$ cat src/rtl/boids_pkg.sv
// Shared constants, FSM state type and pixel address helper for the boid
// frame-buffer scheduler.
package boids_pkg;

    localparam int SCREEN_W  = 640;
    localparam int SCREEN_H  = 480;
    localparam int FB_ADDR_W = 19;

    localparam logic [7:0] BG_COLOR   = 8'd31;
    localparam logic [7:0] BOID_COLOR = 8'd42;

    typedef enum logic [2:0] {
        S_IDLE,
        S_FETCH,
        S_ERASE,
        S_DRAW,
        S_NEXT,
        S_DONE
    } state_t;

    // x + 640*y, with 640*y built as (y<<9)+(y<<7) at full address width
    function automatic logic [FB_ADDR_W-1:0] pix_addr(input logic [10:0] x,
                                                      input logic [9:0]  y);
        logic [FB_ADDR_W-1:0] xw;
        logic [FB_ADDR_W-1:0] yw;
        xw = FB_ADDR_W'(x);
        yw = FB_ADDR_W'(y);
        return (yw << 9) + (yw << 7) + xw;
    endfunction

endpackage

$ cat src/rtl/boid_pos_store.sv
// Per-boid register file of last drawn positions {valid, x, y}; one combinational
// read port, one write port, synchronous clear on reset.
module boid_pos_store #(
    parameter int NUM_BOIDS = 16,
    parameter int IDX_W     = 4
) (
    input  logic             clk,
    input  logic             reset,
    input  logic [IDX_W-1:0] rd_idx,
    output logic             rd_valid,
    output logic [9:0]       rd_x,
    output logic [8:0]       rd_y,
    input  logic             wr_en,
    input  logic [IDX_W-1:0] wr_idx,
    input  logic [9:0]       wr_x,
    input  logic [8:0]       wr_y
);

    logic       valid_q [NUM_BOIDS];
    logic [9:0] x_q     [NUM_BOIDS];
    logic [8:0] y_q     [NUM_BOIDS];

    always_ff @(posedge clk) begin
        if (reset) begin
            for (int i = 0; i < NUM_BOIDS; i++) begin
                valid_q[i] <= 1'b0;
                x_q[i]     <= '0;
                y_q[i]     <= '0;
            end
        end else if (wr_en) begin
            valid_q[wr_idx] <= 1'b1;
            x_q[wr_idx]     <= wr_x;
            y_q[wr_idx]     <= wr_y;
        end
    end

    assign rd_valid = valid_q[rd_idx];
    assign rd_x     = x_q[rd_idx];
    assign rd_y     = y_q[rd_idx];

endmodule

$ cat src/rtl/boid_fb_scheduler.sv
// Walks all boids each frame: fetch position, erase old pixel, draw new pixel,
// sharing the frame-buffer port with scan-out. Define BOID_FB_CROSS_EN for 5-pixel plus-shaped boids.
module boid_fb_scheduler
    import boids_pkg::*;
#(
    parameter int NUM_BOIDS = 16,
    parameter int IDX_W     = 4,
    parameter int ADDR_W    = 19,
    parameter int COLOR_W   = 8
) (
    input  logic               clk,
    input  logic               reset,
    input  logic               screenEnd,
    input  logic               active,
    input  logic [ADDR_W-1:0]  scan_addr,
    output logic               pos_req,
    output logic [IDX_W-1:0]   pos_idx,
    input  logic               pos_valid,
    input  logic [9:0]         pos_x,
    input  logic [8:0]         pos_y,
    output logic [ADDR_W-1:0]  fb_addr,
    output logic               fb_wen,
    output logic [COLOR_W-1:0] fb_wdata,
    output logic               busy,
    output logic               frame_done,
    output logic               overrun
);

    state_t     state, state_nx;
    logic [9:0] new_x;
    logic [8:0] new_y;
    logic       old_valid;
    logic [9:0] old_x;
    logic [8:0] old_y;

    logic [9:0]  bx;
    logic [8:0]  by;
    logic [10:0] dx, px;
    logic [9:0]  dy, py;
    logic        neg, sub_last, pix_ok, wr_pend;
    logic [ADDR_W-1:0] wr_addr;

`ifdef BOID_FB_CROSS_EN
    logic [2:0] sub;
`endif

    boid_pos_store #(.NUM_BOIDS(NUM_BOIDS), .IDX_W(IDX_W)) u_store (
        .clk      (clk),
        .reset    (reset),
        .rd_idx   (pos_idx),
        .rd_valid (old_valid),
        .rd_x     (old_x),
        .rd_y     (old_y),
        .wr_en    (state == S_NEXT),
        .wr_idx   (pos_idx),
        .wr_x     (new_x),
        .wr_y     (new_y)
    );

    // Pixel currently targeted by ERASE/DRAW, with its range check and address
    always_comb begin
        bx       = (state == S_ERASE) ? old_x : new_x;
        by       = (state == S_ERASE) ? old_y : new_y;
        dx       = '0;
        dy       = '0;
        neg      = 1'b0;
        sub_last = 1'b1;
`ifdef BOID_FB_CROSS_EN
        sub_last = (sub == 3'd4);
        case (sub)
            3'd1: begin dx = '1; neg = (bx == '0); end
            3'd2: dx = 11'd1;
            3'd3: begin dy = '1; neg = (by == '0); end
            3'd4: dy = 10'd1;
            default: ;
        endcase
`endif
        px      = {1'b0, bx} + dx;
        py      = {1'b0, by} + dy;
        pix_ok  = !neg && (px < 11'(SCREEN_W)) && (py < 10'(SCREEN_H))
                  && ((state == S_DRAW) || old_valid);
        wr_pend = ((state == S_ERASE) || (state == S_DRAW)) && pix_ok;
        wr_addr = ADDR_W'(pix_addr(px, py));
    end

    always_comb begin
        state_nx   = state;
        pos_req    = (state == S_FETCH);
        busy       = (state != S_IDLE);
        frame_done = (state == S_DONE);
        fb_wen     = wr_pend && !active;
        fb_addr    = fb_wen ? wr_addr : scan_addr;
        fb_wdata   = (state == S_DRAW) ? COLOR_W'(BOID_COLOR) : COLOR_W'(BG_COLOR);
        case (state)
            S_IDLE:  if (screenEnd) state_nx = S_FETCH;
            S_FETCH: if (pos_valid) state_nx = S_ERASE;
            S_ERASE: if (!active && sub_last) state_nx = S_DRAW;
            S_DRAW:  if (!active && sub_last) state_nx = S_NEXT;
            S_NEXT:  state_nx = (pos_idx == IDX_W'(NUM_BOIDS - 1)) ? S_DONE : S_FETCH;
            S_DONE:  state_nx = S_IDLE;
            default: state_nx = S_IDLE;
        endcase
    end

    always_ff @(posedge clk) begin
        if (reset) begin
            state   <= S_IDLE;
            pos_idx <= '0;
            new_x   <= '0;
            new_y   <= '0;
            overrun <= 1'b0;
`ifdef BOID_FB_CROSS_EN
            sub     <= '0;
`endif
        end else begin
            state <= state_nx;
            if (screenEnd && (state != S_IDLE))
                overrun <= 1'b1;
            if ((state == S_IDLE) && screenEnd)
                pos_idx <= '0;
            if ((state == S_FETCH) && pos_valid) begin
                new_x <= pos_x;
                new_y <= pos_y;
            end
            if ((state == S_NEXT) && (pos_idx != IDX_W'(NUM_BOIDS - 1)))
                pos_idx <= pos_idx + IDX_W'(1);
`ifdef BOID_FB_CROSS_EN
            if (((state == S_ERASE) || (state == S_DRAW)) && !active)
                sub <= sub_last ? 3'd0 : sub + 3'd1;
`endif
        end
    end

endmodule

$ cat config.mk
export PLATFORM = sky130hd
export DESIGN_NAME = boid_fb_scheduler
export DESIGN_NICKNAME = d
export VERILOG_FILES = /design/src/rtl/boids_pkg.sv /design/src/rtl/boid_pos_store.sv /design/src/rtl/boid_fb_scheduler.sv
export SDC_FILE = /design/constraint.sdc
export NUM_CORES = 1
export LEC_CHECK = 0
export ABC_CLOCK_PERIOD_IN_PS = 6100
export BUFFER_PORTS_ARGS = -buffer_cell sky130_fd_sc_hd__buf_2
export CAP_MARGIN = 20
export CELL_PAD_IN_SITES_DETAIL_PLACEMENT = 1
export CELL_PAD_IN_SITES_GLOBAL_PLACEMENT = 1
export CORE_AREA = 2 2 215 154
export CTS_BUF_LIST = sky130_fd_sc_hd__clkbuf_8
export CTS_CLUSTER_DIAMETER = 80
export DETAILED_ROUTE_END_ITERATION = 12
export DIE_AREA = 0 0 217 156
export GPL_TIMING_DRIVEN = 0
export PLACE_DENSITY = 0.84
export SYNTH_ARGS = -nofsm -noshare
export SYNTH_HDL_FRONTEND = slang
export SYNTH_SLANG_ARGS = --single-unit
$ cat constraint.sdc
create_clock -name clk -period 6.1 [get_ports clk]
set_input_delay 0.305 -clock clk [delete_from_list [all_inputs] [get_ports clk]]
set_output_delay 0.305 -clock clk [all_outputs]
set_load 0.1 [all_outputs]
==> run metrics, run 1 <==
number of buffers on the longest clock path=3; largest family of logic cells by synthesized area=simple AND/OR/NAND/NOR gates; horizontal die dimension=217 um; largest cells by area after synthesis=edfxtp_1 55%, and2_1 11%, mux4_2 9.9%, dfxtp_1 5.6%, mux2i_1 2.4%; number of enable flip-flop cells after synthesis=approximately 300; async set-reset flop share out of synthesis=0; total power per unit cell area=~280 nW/um^2; required time worst endpoint=around 5.8 ns; sequential cell area fraction in the yosys report=0.6042; Die H=around 160 um; number of standard cells after synthesis=around 1200; Clock Skew=about 0.014 ns; TritonCTS clock tree=built; slowest library cell on the worst path=clkbuf_1; peak ir drop on the vdd network=0.2188 mV; Hold Vio Cnt, Final=0; Max Cap Viol=0; synthesized flop and latch total=about 350; commonest non-fill, non-tap cell in the layout=edfxtp_1; Compound-Gate Fraction of Synth Area=0.04422; number of distinct library cell variants in the gate-level netlist after synthesis=60; Total Wirelength=51310 um; floorplan die area=33850 um^2; leftover overflow at the end of global routing=0; number of remaining DRC errors=0; list of cells traversed by the critical path=buf_2, buf_2, clkbuf_1, mux4_2, mux2i_1, fa_1, inv_1, ha_1, a21oi_1, o2111ai_1, o31ai_2, o21ai_0, and2_1, a21oi_1, o32a_1, buf_4; first-pass GRT wire length=roughly 76000 um; final weighted congestion in routability-driven placement=between 0.9 and 1; average wire length per cell after detail routing=27.82 um; worst setup timing slack at the placement stage=0.04925 ns; crit path kind=reg -> out; critical path arrival=around 5.6 ns; measured slew at the worst slew-check pin=roughly 1.1 ns; highest achievable clock rate=approximately 170 MHz; HPWL after DPL=roughly 36000 um; RSZ-0062 raised after global routing=no; Worst-Skew Late Latency=approximately 0.60 ns; mux share of post-synthesis cell area=0.1378; per-instance average area after synthesis=13.73 um^2; root buffer cell=clkbuf_8; nature of the critical path startpoint=flip-flop; layout-stage area growth over the synthesis result=14.48%; summed instance area of the synthesized netlist=between 15000 and 20000 um^2; cts bufs inserted=52; total number of vias=~11000; maximum number of pins on one net before global-route repair=20; total power=around 5.3 mW; IO Port Bufs=between 70 and 80; crit share post-route=0.9718; highest cell delay on the worst timing path=0.70 ns; sinks on the clock net=about 350; H-tree level count=2; number of setup violations in the final report=0; post-layout net count=around 1400; post-synth top area cell=edfxtp_1; endpoint kind of the worst setup timing path=primary output; final antenna-violating net count=0; layout cell share with drive strength beyond 1=0.1970; worst slew slack as a fraction of its limit=0.2439; via count of the first global-routing pass=~12000; portion of synthesized cell area occupied by the leading cell type=0.5478; Sum Neg Setup Slack=0 ns; simple-gate share of the synthesized area=0.1600; initial antenna violation count=2; delay-heaviest family, CP=buffers and inverters; min Tclk post-route=~5.9 ns; total routing resource utilization after global routing=0.3098; first drt pass iteration count=5; Crit Path Max Fanout=10; per-cell via count in the routed design=6.118; worst min-delay path category=in -> reg; clk slew on worst S/H paths=around 0.060 ns; worst path buffer plus inverter count=5; initial standard-cell utilization of the core=0.5242; most instantiated flip-flop cell in the synthesis netlist=edfxtp_1; row count=55; number of top-level pins=79; Lkg Pwr=between 7 and 8 nW; outcome=complete, no violations; leading cell types in the layout, fill and taps excluded=304 x edfxtp_1, 290 x and2_1, 85 x nand2_1, 79 x buf_2, 74 x clkbuf_1; violation count after the first detailed-routing iteration=roughly 1300; total count of max-transition violations in the final report=0; setup slack after layout=approximately 0.17 ns; Core Area=between 30000 and 40000 um^2; share of synthesized cell area in full adder, half adder and majority cells=0.01817; number of warning messages in the yosys log=0; synthesized-area fraction occupied by xor and xnor cells=0.003679
==> Yosys cell counts, drive strengths merged (13+ instances only) <==
library cell	n
mux2i	40
nand2	85
edfxtp	304
dfxtp	47
o21ai	18
mux4	73
and2	290
buf	29
nor2	33
mux2	19
nor3	13
a21oi	31
a21o	16
clkbuf	77
and3	21
ha	21
==> per-stage QoR <==
stage                       util  instance area, um^2  hold slack, ns  std cells
after CTS                 0.5978                19010         0.09067       1842
after global placement    0.5527                17570          0.4285       1716
after global routing      0.6000                19070          0.1280       1843
final                     0.6000                19080          0.1263       1844
after detailed placement  0.5614                17850          0.4456       1728
after floorplan                -                16670          0.4211       1216
==> state kept, by name (all words and copies together) (netlist names), named ones only <==
| register | flops |
|---|---|
| u_store.y_q | 144 |
| pos_idx | 4 |
| state | 3 |
| new_x | 10 |
| new_y | 9 |
| overrun | 1 |
| u_store.valid_q | 16 |
| u_store.x_q | 160 |
==> worst register-to-register path, stage by stage, from the launching register on <==
cell and delay [ns]:
dfxtp_1 0.35, buf_2 0.22, or3b_2 0.46, clkbuf_1 0.18
nor2_1 0.52, nand2_1 0.47, nor3_1 0.38, or2_1 0.92
==> power breakdown <==
part	switching [mW]	total [mW]	internal, mW
clock	0.918	1.78	0.867
sequential	0.0704	2.76	2.69
combinational	0.522	0.732	0.210
==> area by class of cell <==
class                           instances  area [um^2]
Multi-Input combinational cell        746         6133
Clock buffer                           58        798.3
Sequential cell                       351        10070
Fill cell                            3133        12720
Tap cell                              427        534.3
Clock inverter                         37        145.1
Buffer                                103        489.2
Antenna cell                            1        2.502
Inverter                               13        48.80
Timing Repair Buffer                  108        855.8
==> metal layers <==
| metal | vias up | GRT usage | routed length [um] |
|---|---|---|---|
| met2 | 688 | 0.4648 | 22780 |
| met3 | 97 | 0.08752 | 6341 |
| met5 | - | 0 | 0 |
| met1 | 5755 | 0.4380 | 20770 |
| li1 | 4742 | - | - |
| met4 | 0 | 0.1021 | 1411 |
==> timing repair <==
item,4_1_cts,5_1_grt
hold buffers,20,0
setup buffers,0,0
endpoints found under the hold margin,20,0
setup endpoints to repair,6,5
resized for setup,10,10
==> path summary, 6_finish.rpt <==
| check | startpoint | slack (ns) | to | cells after the start |
|---|---|---|---|---|
| worst max-delay path | flip-flop | 0.17 | fb_addr[17] | 16 |
| worst min-delay path | active | 0.13 | state[1] | 3 |
| worst max register to register | state[2] | 2.22 | u_store.y_q[0][1] | 7 |
| worst min register to register | u_store.valid_q[9] | 0.46 | u_store.valid_q[9] | 1 |
==> logic make-up after synthesis <==
family | after synthesis
XOR/XNOR | 7
flip-flops | 351
other | 2
AND/OR/NAND/NOR | 471
AO/OA/AOI/OAI | 109
adder cells (fa/ha/maj) | 23
buffers and inverters | 119
multiplexers | 132
Note: power is estimated with default switching activity, not from simulation.
==> inputs of run 2 (changes only) <==
ABC_AREA = 1   (was unset)
CORE_AREA = 2 2 220 157   (was 2 2 215 154)
DIE_AREA = 0 0 222 159   (was 0 0 217 156)
PLACE_DENSITY = 0.85   (was 0.84)
==> run 2 against run 1 <==
  * The flow now finishes with violations (negative hold slack)
  * Global-route usage up 7.2 points
  * Wire length up 32%
  * First-iteration DRC count up 96%
  * Critical endpoint is now fb_addr[16]
  * Critical path depth up 2
  * Sequential power about the same
  * Final cell count up 29%
  * Core utilization down 3.0 points
==> run metrics, run 2 <==
Core Area=between 30000 and 40000 um^2; mux share of post-synthesis cell area=0; measured slew at the worst slew-check pin=approximately 1.1 ns; violations in the final reports=negative hold slack; clk slew on worst S/H paths=0.06 ns; simple-gate share of the synthesized area=0.2200; number of cells traversed by the worst register-to-register path=9; Max Cap Viol=0; initial antenna violation count=1; summed instance area of the synthesized netlist=between 15000 and 20000 um^2; register with the most flip-flops=u_store.x_q; portion of synthesized cell area occupied by the leading cell type=0.5549; async set-reset flop share out of synthesis=0; synthesized flop and latch total=approximately 350; crit share post-route=0.9821; sinks on the clock net=around 350; Compound-Gate Fraction of Synth Area=0.08374; Hold Vio Cnt, Final=1; total count of max-transition violations in the final report=0; min Tclk post-route=5.991 ns; number of remaining DRC errors=0; leftover overflow at the end of global routing=0; post-synth top area cell=edfxtp_1; layout cell share with drive strength beyond 1=0.1091; Worst-Skew Late Latency=0.63 ns; per-instance average area after synthesis=~9.4 um^2; Sum Neg Setup Slack=0 ns; RSZ-0062 raised after global routing=no; final antenna-violating net count=0; leading cell types in the layout, fill and taps excluded=449 x nor2_1, 307 x nand2_1, 304 x edfxtp_1, 128 x nand3_1, 126 x o21ai_0; worst slew slack as a fraction of its limit=0.2368; required time worst endpoint=5.79 ns; worst setup timing slack at the placement stage=approximately 0.80 ns; most numerous cell in the Yosys netlist=nor2_1; net switching share of the total power=0.3458; nature of the critical path startpoint=flip-flop; endpoint kind of the worst setup timing path=primary output; portion of total power attributed to sequential cells=0.454; critical path arrival=about 5.7 ns; total routing resource utilization after global routing=0.3816; Internal Pwr Total=between 3 and 4 mW; Worst Hold Endpoint=new_x[7]; post-layout net count=1969; final weighted congestion in routability-driven placement=0.9238; share of synthesized cell area in full adder, half adder and majority cells=0.01841; number of top-level pins=between 70 and 80; HPWL after DPL=roughly 46000 um; Total Wirelength=between 60000 and 70000 um; number of buffers on the longest clock path=3; first-pass GRT wire length=just under 100000 um; number of warning messages in the yosys log=0; Lkg Pwr=roughly 7.4 nW; highest achievable clock rate=approximately 170 MHz; peak ir drop on the vdd network=0.4366 mV; row count=56; Clk network pwr share=0.313; layout-stage area growth over the synthesis result=14.92%; horizontal die dimension=between 200 and 250 um; worst hold slack after final layout=-0.001240 ns; number of enable flip-flop cells after synthesis=just over 300; largest registers in the final layout=u_store.x_q (160), u_store.y_q (144), u_store.valid_q (16); commonest non-fill, non-tap cell in the layout=nor2_1; via count of the first global-routing pass=between 15000 and 20000; average wire length per cell after detail routing=28.50 um; reg-to-reg startpoint=state[1]; combinational power share=0.233; number of standard cells after synthesis=1746; worst hold path cell count=3; violation count after the first detailed-routing iteration=~2500; TritonCTS clock tree=built; outcome=finished, violations left; most instantiated flip-flop cell in the synthesis netlist=edfxtp_1; H-tree level count=2; IO Port Bufs=73; count of inserted antenna diode cells=0; Crit Path Max Fanout=10; sequential cell area fraction in the yosys report=0.6121; crit path kind=reg -> out; power dissipated by switching net loads=about 2.1 mW; flip-flop count of the largest register after layout=160; Post-synth top cells=449 x nor2_1, 307 x nand2_1, 304 x edfxtp_1; Die H=159 um; endpoint of the worst register-to-register path=u_store.x_q[9][2]; largest family of logic cells by synthesized area=simple AND/OR/NAND/NOR gates; FF-to-FF setup slack=2.56 ns; maximum number of pins on one net before global-route repair=20; total number of vias=15080; per-cell via count in the routed design=between 6 and 7; total power per unit cell area=between 300 and 400 nW/um^2; initial standard-cell utilization of the core=0.4964; synthesized-area fraction occupied by xor and xnor cells=0.004259; first drt pass iteration count=6; root buffer cell=clkbuf_8; Hold Startpoint=pos_x[7]; worst min-delay path category=in -> reg; number of distinct library cell variants in the gate-level netlist after synthesis=35; Clock Skew=0.02072 ns; setup slack after layout=roughly 0.11 ns; floorplan die area=35300 um^2; number of setup violations in the final report=0; largest cells by area after synthesis=edfxtp_1 55%, nor2_1 10%, nand2_1 7.0%, dfxtp_1 5.7%, nand3_1 3.9%; cts bufs inserted=53
run 2: changes by cell type in the layout (fill, tap and decap cells not counted), sizes merged, moves of 40 or more:
| cell | change |
|---|---|
| nor2 | +416 |
| and2 | -290 |
| nand2 | +223 |
| nand3 | +124 |
| o21ai | +121 |
| mux4 | -73 |
| mux2i | -40 |
run 2: worst max path at each step:
stage                        to  slack [ns]  cells past startpoint
CTS                 fb_addr[16]        0.09                     17
floorplan           fb_addr[15]        1.99                     22
detailed placement  fb_addr[16]        0.80                     17
global route        fb_addr[18]        0.02                     20
global placement    fb_addr[16]        0.91                     17
finish              fb_addr[16]        0.11                     18
run 2: area by class of cell:
type                            instances  area, um^2
Clock inverter                         35       162.7
Buffer                                142       735.7
Inverter                               69       267.8
Sequential cell                       351       10070
Fill cell                            3796       14240
Clock buffer                           60       825.8
Multi-Input combinational cell       1184        5384
Timing Repair Buffer                  102       915.9
Tap cell                              435       544.3
run 2: power by group through the flow:
stage	sequential (mW)	combinational, mW	clock, mW
after floorplan	2.81	0.863	0
after global placement	2.80	1.25	0
after detailed placement	2.81	1.33	0
after CTS	2.76	1.35	1.88
after global routing	2.77	1.50	1.98
final	2.76	1.42	1.91
run 2: through the flow:
step / util / area [um^2] / power, mW / hold slack, ns / cells
after floorplan: - / 16460 / 3.673 / 0.4274 / 1748
after global placement: 0.5240 / 17370 / 4.049 / 0.4374 / 2256
after detailed placement: 0.5345 / 17710 / 4.135 / 0.4568 / 2269
after CTS: 0.5679 / 18820 / 5.995 / 0.0001848 / 2376
after global routing: 0.5704 / 18910 / 6.248 / 0.03983 / 2378
final: 0.5704 / 18910 / 6.083 / -0.001240 / 2378
run 2: worst max-delay path: stages (launching register included):
cell,delay [ns]
dfxtp_1,0.48
clkbuf_1,0.79
clkbuf_1,0.59
o21ai_0,0.19
o21ai_1,0.18
nand2_1,0.09
nand2_1,0.22
inv_1,0.10
fa_1,0.50
inv_1,0.07
fa_1,0.47
nand3_1,0.09
nand2_1,0.12
nand3_1,0.10
nand3_1,0.11
xor2_1,0.26
nand4_1,0.16
nand2_1,0.10
buf_2,0.44
run 2: timing repair:
| action | CTS | global route |
|---|---|---|
| gates resized for setup | 0 | 5 |
| hold endpoints to repair | 12 | 0 |
| endpoints found under the setup margin | 0 | 7 |
| hold buffers | 12 | 0 |
| buffers inserted | 0 | 0 |
run 2: metal layers:
layer / routed length (um) / global-route usage
met1: 25650 / 0.5106
met2: 29320 / 0.5678
met3: 9590 / 0.1294
met4: 3211 / 0.1668
met5: 13 / 0
run 2: cell families after synthesis:
logic type	after synthesis
simple gates	907
flops	351
compound gates	242
buf+inv	213
fa+ha+maj	23
xor+xnor	8
other cells	2
